[config.mk]
export PLATFORM = sky130hd
export DESIGN_NAME = vx_wb_sequencer
export DESIGN_NICKNAME = d
export VERILOG_FILES = /design/src/rtl/vx_wb_sequencer.sv
export SDC_FILE = /design/constraint.sdc
export NUM_CORES = 1
export LEC_CHECK = 0
export CAP_MARGIN = 40
export CELL_PAD_IN_SITES_DETAIL_PLACEMENT = 0
export CELL_PAD_IN_SITES_GLOBAL_PLACEMENT = 2
export CORE_AREA = 8 8 296 298
export CTS_BUF_LIST = sky130_fd_sc_hd__clkbuf_8 sky130_fd_sc_hd__clkbuf_16
export DETAILED_ROUTE_END_ITERATION = 10
export DIE_AREA = 0 0 304 306
export GPL_TIMING_DRIVEN = 0
export PLACE_DENSITY = 0.8
export SLEW_MARGIN = 5
export SYNTH_ARGS = -nofsm -noshare
export SYNTH_HDL_FRONTEND = slang
export SYNTH_SLANG_ARGS = --single-unit
[constraint.sdc]
create_clock -name clk -period 23.8 [get_ports clk]
set_clock_uncertainty 0.1 [all_clocks]
set_input_delay 2.38 -clock clk [delete_from_list [all_inputs] [get_ports clk]]
set_output_delay 2.38 -clock clk [all_outputs]
set_load 0.03 [all_outputs]
[src/rtl/vx_wb_sequencer.sv]
// vx_wb_sequencer: turns commit packets into per-register writeback beats; mload packets become four beats rd..rd+3.
// Define WB_SEQ_PERF_EN to add the perf_wb_beats / perf_mloads counters.
`ifndef UUID_WIDTH
`define UUID_WIDTH 16
`endif
`ifndef ISSUE_WIS_BITS
`define ISSUE_WIS_BITS 4
`endif
`ifndef NUM_THREADS
`define NUM_THREADS 4
`endif
`ifndef XLEN
`define XLEN 32
`endif
`ifndef NR_BITS
`define NR_BITS 5
`endif
`ifndef PERF_CTR_BITS
`define PERF_CTR_BITS 16
`endif

module vx_wb_sequencer #(
  parameter int CORE_ID  = 0,
  parameter int ISSUE_ID = 0
) (
  input  logic                             clk,
  input  logic                             reset,
  input  logic                             commit_valid,
  output logic                             commit_ready,
  input  logic [`UUID_WIDTH-1:0]           commit_uuid,
  input  logic [`ISSUE_WIS_BITS-1:0]       commit_wis,
  input  logic [`NUM_THREADS-1:0]          commit_tmask,
  input  logic [`XLEN-1:0]                 commit_PC,
  input  logic [`NR_BITS-1:0]              commit_rd,
  input  logic                             commit_wb,
  input  logic                             commit_mload,
  input  logic [4*`NUM_THREADS*`XLEN-1:0]  commit_data,
  output logic                             wb_valid,
  output logic [`UUID_WIDTH-1:0]           wb_uuid,
  output logic [`ISSUE_WIS_BITS-1:0]       wb_wis,
  output logic [`NUM_THREADS-1:0]          wb_tmask,
  output logic [`XLEN-1:0]                 wb_PC,
  output logic [`NR_BITS-1:0]              wb_rd,
  output logic [`NUM_THREADS*`XLEN-1:0]    wb_data,
  output logic                             wb_sop,
  output logic                             wb_eop
`ifdef WB_SEQ_PERF_EN
  ,
  output logic [`PERF_CTR_BITS-1:0]        perf_wb_beats,
  output logic [`PERF_CTR_BITS-1:0]        perf_mloads
`endif
);
  localparam int DW  = `NUM_THREADS*`XLEN;
  localparam int NRB = `NR_BITS;
  typedef enum logic {IDLE, BURST} state_e;
  state_e                        state_q;
  logic [1:0]                    idx_q;
  logic [NRB-1:0]                rd_q;
  logic [3*DW-1:0]               data_q;
  logic                          wb_valid_q;
  logic [`UUID_WIDTH-1:0]        wb_uuid_q;
  logic [`ISSUE_WIS_BITS-1:0]    wb_wis_q;
  logic [`NUM_THREADS-1:0]       wb_tmask_q;
  logic [`XLEN-1:0]              wb_PC_q;
  logic [NRB-1:0]                wb_rd_q;
  logic [DW-1:0]                 wb_data_q;
  logic                          accept, launch;
  assign commit_ready = (state_q == IDLE) && !reset;
  assign accept       = commit_valid && commit_ready;
  assign launch       = (accept && commit_wb) || (state_q == BURST);
  assign wb_valid     = wb_valid_q;
  assign wb_uuid      = wb_uuid_q;
  assign wb_wis       = wb_wis_q;
  assign wb_tmask     = wb_tmask_q;
  assign wb_PC        = wb_PC_q;
  assign wb_rd        = wb_rd_q;
  assign wb_data      = wb_data_q;
  assign wb_sop       = wb_valid_q;
  assign wb_eop       = wb_valid_q;
  // data_q keeps only slots 1..3; slot 0 goes straight to the output on accept
  always_ff @(posedge clk) begin
    if (reset) begin
      state_q    <= IDLE;
      idx_q      <= '0;
      wb_valid_q <= 1'b0;
      wb_uuid_q  <= '0;
      wb_wis_q   <= '0;
      wb_tmask_q <= '0;
      wb_PC_q    <= '0;
      wb_rd_q    <= '0;
      wb_data_q  <= '0;
    end else begin
      wb_valid_q <= launch;
      if (accept && commit_wb) begin
        wb_uuid_q  <= commit_uuid;
        wb_wis_q   <= commit_wis;
        wb_tmask_q <= commit_tmask;
        wb_PC_q    <= commit_PC;
        wb_rd_q    <= commit_rd;
        wb_data_q  <= commit_data[DW-1:0];
        rd_q       <= commit_rd;
        data_q     <= commit_data[4*DW-1:DW];
        state_q    <= commit_mload ? BURST : IDLE;
        idx_q      <= commit_mload ? 2'd1 : 2'd0;
      end else if (state_q == BURST) begin
        wb_rd_q   <= rd_q + NRB'(idx_q);
        wb_data_q <= data_q[(int'(idx_q)-1)*DW +: DW];
        idx_q     <= idx_q + 2'd1;
        state_q   <= (idx_q == 2'd3) ? IDLE : BURST;
      end
    end
  end
`ifdef WB_SEQ_PERF_EN
  localparam int PCB = `PERF_CTR_BITS;
  logic [PCB-1:0] perf_beats_q, perf_mloads_q;
  assign perf_wb_beats = perf_beats_q;
  assign perf_mloads   = perf_mloads_q;
  always_ff @(posedge clk) begin
    if (reset) begin
      perf_beats_q  <= '0;
      perf_mloads_q <= '0;
    end else begin
      perf_beats_q  <= perf_beats_q + PCB'(launch);
      perf_mloads_q <= perf_mloads_q + PCB'(accept && commit_mload);
    end
  end
`endif
  assert property (@(posedge clk) disable iff (reset)
    (commit_valid && !commit_ready) |=> (commit_valid && $stable({commit_uuid, commit_wis, commit_tmask,
      commit_PC, commit_rd, commit_wb, commit_mload, commit_data})))
    else $error("core%0d issue%0d: commit packet dropped or changed while stalled", CORE_ID, ISSUE_ID);
endmodule

Word level (Yosys, flattened, before mapping):

Index checks and enable logic that the tools add are counted.

* flip-flop bits (word level): 582
* input bits: 578
* output and inout port bits: 193
* logic and storage cells: 36

* add/subtract/negate cells: 3
* eq/ne operators: 1
* shift-type cells: 1
* mux-type cells: 11
* bitwise gates (word level): 2
* reductions and logical operators: 7

Operator list (count)
* $shiftx 384x10->128: 1
* $mux 128: 2
* $mux 5: 2
* $add 5x2->5: 1
* $mux 1: 5
* $mux 2: 2
* $logic_and 1x1->1: 3
* $sub 2x1->3 const B: 1
* $add 2x1->2 const B: 1
* $eq 2x2->1 const B: 1
* $not 1->1: 2
* $reduce_and 2->1: 1
* $reduce_bool 2->1: 1
* $logic_not 1->1: 1
* $logic_or 1x1->1: 1

Logic depth before layout (Yosys ltp):

* word-level depth: 5
* gate-level depth with buffers: 12
* mapped depth without buffers: 5

Worst setup path after synthesis:

No wires, ideal clock.

* path type: input to register
* start: input port reset
* end: register data_q[0] (enable)
* arrival time: 13503 ps
* path slack: 9292 ps
* stages: 4
* path buffers: 2
* cell sequence: nand4bb_1 inv_2 buf_2 clkbuf_1

* cells in the longest elaborated chain, start to end: 5
* elaborated cells between the ends (all ways): 6
* those cells by class: bitwise (1); reduce/logical (5)

RTL lines
* start, declared: line 27 `input logic reset,`
* $logic_not 1->1: line 68 `assign commit_ready = (state_q == IDLE) && !reset;`
* $logic_and 1x1->1: line 68
* $logic_and 1x1->1: line 69 `assign accept = commit_valid && commit_ready;`
* $logic_and 1x1->1: line 94 `if (accept && commit_wb) begin`
* $reduce_and 2->1 (no source line) *
* end signal, assigned: line 102 `data_q <= commit_data[4*DW-1:DW];`
* end, declared: line 59 `logic [3*DW-1:0] data_q;`

Mark *: on every way between the ends. The rest lies on a longest branch, timed or not.
A chain may end at the register's enable or synchronous reset.

Worst setup path after layout:

* start: input port reset
* end: output port commit_ready

* cells in the longest elaborated chain, start to end: 2

RTL lines
* $logic_not 1->1: line 68
* $logic_and 1x1->1: line 68
* end, declared: line 29 `output logic commit_ready,`

No other way between the ends.

==> out/results.txt <==
Area Overhead vs Synth = 51.9%
Synth warnings = 0
Die width = 304 µm
Number of port buffers = 770
Slowest cell on the critical path = clkdlybuf4s50_1
Die height = 306 µm
Layout cell share with drive strength beyond 1 = 0.124
Worst Tran Pin Value = 810 ps
RSZ-0062 raised after global routing = no
DP HPWL = 71.4 mm
Post-Syn Area per Cell = 14.5 µm²
Dpl cells = 3373
CP Launch Type = input pin
Most frequent cells in the layout = clkdlybuf4s50_1, edfxtp_1, dfxtp_1
Clock Power Share = 0.401
Vias in the first global route = 18100
Pre-antenna DRT Iters = 5
Flop pwr share = 0.462
Final worst path period need = 7260 ps
Leakage power = 0.0116 µW
Die ar. = 93000 µm²
Worst Setup End Kind = output port
# IOs = 771
First-pass GRT wire length = 129 mm
Finished Layout Cells = 3511
CP required = 21320 ps
Async SR Flop Fraction = 0
# H-tree levels = 3
Max incr delay on CP = 600 ps
Clk buf depth = 3
Gr usage total = 0.188
# DRC = 0
Mux cell area share after synthesis = 0.0938
Crit path arrival time = 4780 ps
Largest net degree at the start of global routing = 70
Post-synthesis net count = 2097
Mapped cell area = 22000 µm²
Routed len/inst = 26.2 µm
VDD IR max = 0.0638 mV
Most used cell, CP = clkdlybuf4s50_1
Hold WC Path Type = reg -> reg
Post-synth EDFFs = 389
Compound-Gate Fraction of Synth Area = 0.127
Post-synth cell types = 43
NetSw = 609 µW
Final setup fails = 0
Post-synthesis xor/xnor area fraction = 0.000399
CP delay by family, top = buffers and inverters
Initial DRC Count = 954
Congestion Overflow GR = 0
Highest clock rate = 138 MHz
Detailed-route via count = 16700
Core area = 82900 µm²
Routed WL = 91.9 mm
Hold Violations, Final = 0
Rows = 106
Vias per inst = 4.76
Clock sinks = 582
Post-CTS Setup Bufs = 0
Root buffer cell = clkbuf_16
Largest fanout on the critical path = 10
Num CTS Buffers = 69
Final net count = 2947
Post-synthesis sequential area ratio = 0.708
Worst-Skew Late Latency = 590 ps
Power Density = 74.0 nW/µm²
Setup WS post-layout = 16540 ps
Worst-path clk slew = 60 ps
Initial antenna violation count = 21
Total chip power = 2470 µW
Fin Hold WS = 352 ps
Crit path buf inv count = 6
Worst-path cell chain = clkdlybuf4s50_1, or2_1, clkbuf_1, buf_2, buf_1, inv_2, clkdlybuf4s50_1
Final RePlAce weighted congestion = 0.852
Worst slew margin = 0.460
Mapped Cells = 1514
Sw Share = 0.247
Critical path type = in -> out
CTS tree = yes
Commonest non-fill, non-tap cell in the layout = clkdlybuf4s50_1
Initial core utilization = 0.265
Total Neg Setup Slack = 0 ps
Comb pwr share = 0.138
Dominant synthesized flop cell = edfxtp_1
Antenna Nets Post-Route = 0
Largest family of logic cells by synthesized area = compound AO/OA/AOI/OAI gates
Tcrit/Tclk final = 0.305
Post-Synth Adder-Cell Area = 0.00319
Hold_buf cts = 0
Seq cells post-synth = 582
Dpl ws = 16500 ps
Status = completed
Final Max Tran Viols = 0
Simple-Gate Fraction of Synth Area = 0.0377
CTS resizes = 0
P_int = 1860 µW
Max-cap viol count = 0
[through the flow]
| stage | util | cell area (µm²) |
|---|---|---|
| after detailed placement | 0.377 | 31200 |
| after floorplan | - | 22000 |
| after CTS | 0.402 | 33300 |
| final | 0.403 | 33400 |
| after global placement | 0.374 | 31000 |
| after global routing | 0.402 | 33400 |
[flip-flops by register name, summed over array words and instances (netlist names)]
signal / cells
wb_data: 128
idx_q: 2
wb_rd: 5
wb_tmask: 4
wb_wis: 4
rd_q: 5
state_q: 1
data_q: 384
wb_uuid: 16
wb_PC: 32
wb_eop: 1
[metal layers]
metal	vias up	share of wire	GRT usage
met5	-	0.0010	0
met4	14	0.034	0.0677
met3	145	0.080	0.0622
met2	779	0.51	0.340
met1	8212	0.37	0.205
li1	7572	-	-
[cells in the mapped netlist (2+ instances only)]
master / number / area, µm²
a311oi_1: 3 / 26.3
o21ai_0: 2 / 10.0
a211oi_1: 8 / 60.1
ha_1: 4 / 50.1
inv_1: 5 / 18.8
clkbuf_1: 48 / 180
a22oi_1: 57 / 428
buf_4: 11 / 82.6
a21oi_1: 128 / 641
buf_2: 57 / 285
mux2_1: 21 / 236
nor2b_1: 3 / 18.8
or3_1: 2 / 12.5
mux2i_1: 57 / 571
inv_2: 3 / 11.3
o22ai_1: 57 / 357
and3_1: 4 / 25.0
mux2_4: 13 / 195
dfxtp_1: 193 / 3860
edfxtp_1: 389 / 11700
mux2_2: 94 / 1060
buf_1: 6 / 22.5
nor2_1: 3 / 11.3
nand3_1: 2 / 10.0
a221oi_1: 57 / 499
nand2_1: 185 / 694
o31ai_1: 70 / 526
a221oi_2: 13 / 195
buf_6: 5 / 56.3
[area by class of cell]
type / count / area (µm²)
Tap cell: 1080 / 1350
Clock buffer: 71 / 1750
Sequential cell: 582 / 15500
Buffer: 127 / 631
Clock inverter: 55 / 353
Antenna cell: 12 / 30.0
Fill cell: 7733 / 49500
Multi-Input combinational cell: 797 / 5760
Inverter: 8 / 30.0
Timing Repair Buffer: 779 / 7910
[power groups by stage]
| stage | registers [µW] | logic (µW) | clock network [µW] |
|---|---|---|---|
| floorplan | 1210 | 105 | 0 |
| global placement | 1180 | 337 | 0 |
| detailed placement | 1160 | 344 | 0 |
| CTS | 1140 | 345 | 1020 |
| global route | 1140 | 359 | 1050 |
| finish | 1140 | 339 | 989 |
[cell families (layout without fill, tap and decap cells)]
logic type / Yosys count / after routing
buffers and inverters: 135 / 1040
and+or+nand+nor: 205 / 205
adders and majority gates: 5 / 5
muxes: 185 / 185
AOI/OAI and AO/OA: 401 / 401
other: 0 / 12
DFF: 582 / 582
xor gates and xnor gates: 1 / 1
[final timing paths]
check	to	from	cells after the start	slack, ps
setup reg to reg	wb_data[29]	idx_q[0]	12	19820
hold reg to reg	wb_PC[25]	wb_PC[25]	2	350
hold / removal	wb_PC[25]	wb_PC[25]	2	350
setup / recovery	commit_ready	reset	7	16540
[tightest hold or removal path, stage by stage (launching register included)]
cell and delay, ps:
dfxtp_1 300, nand2_1 50, a21oi_1 50
Power figures use the tool's default switching activity.
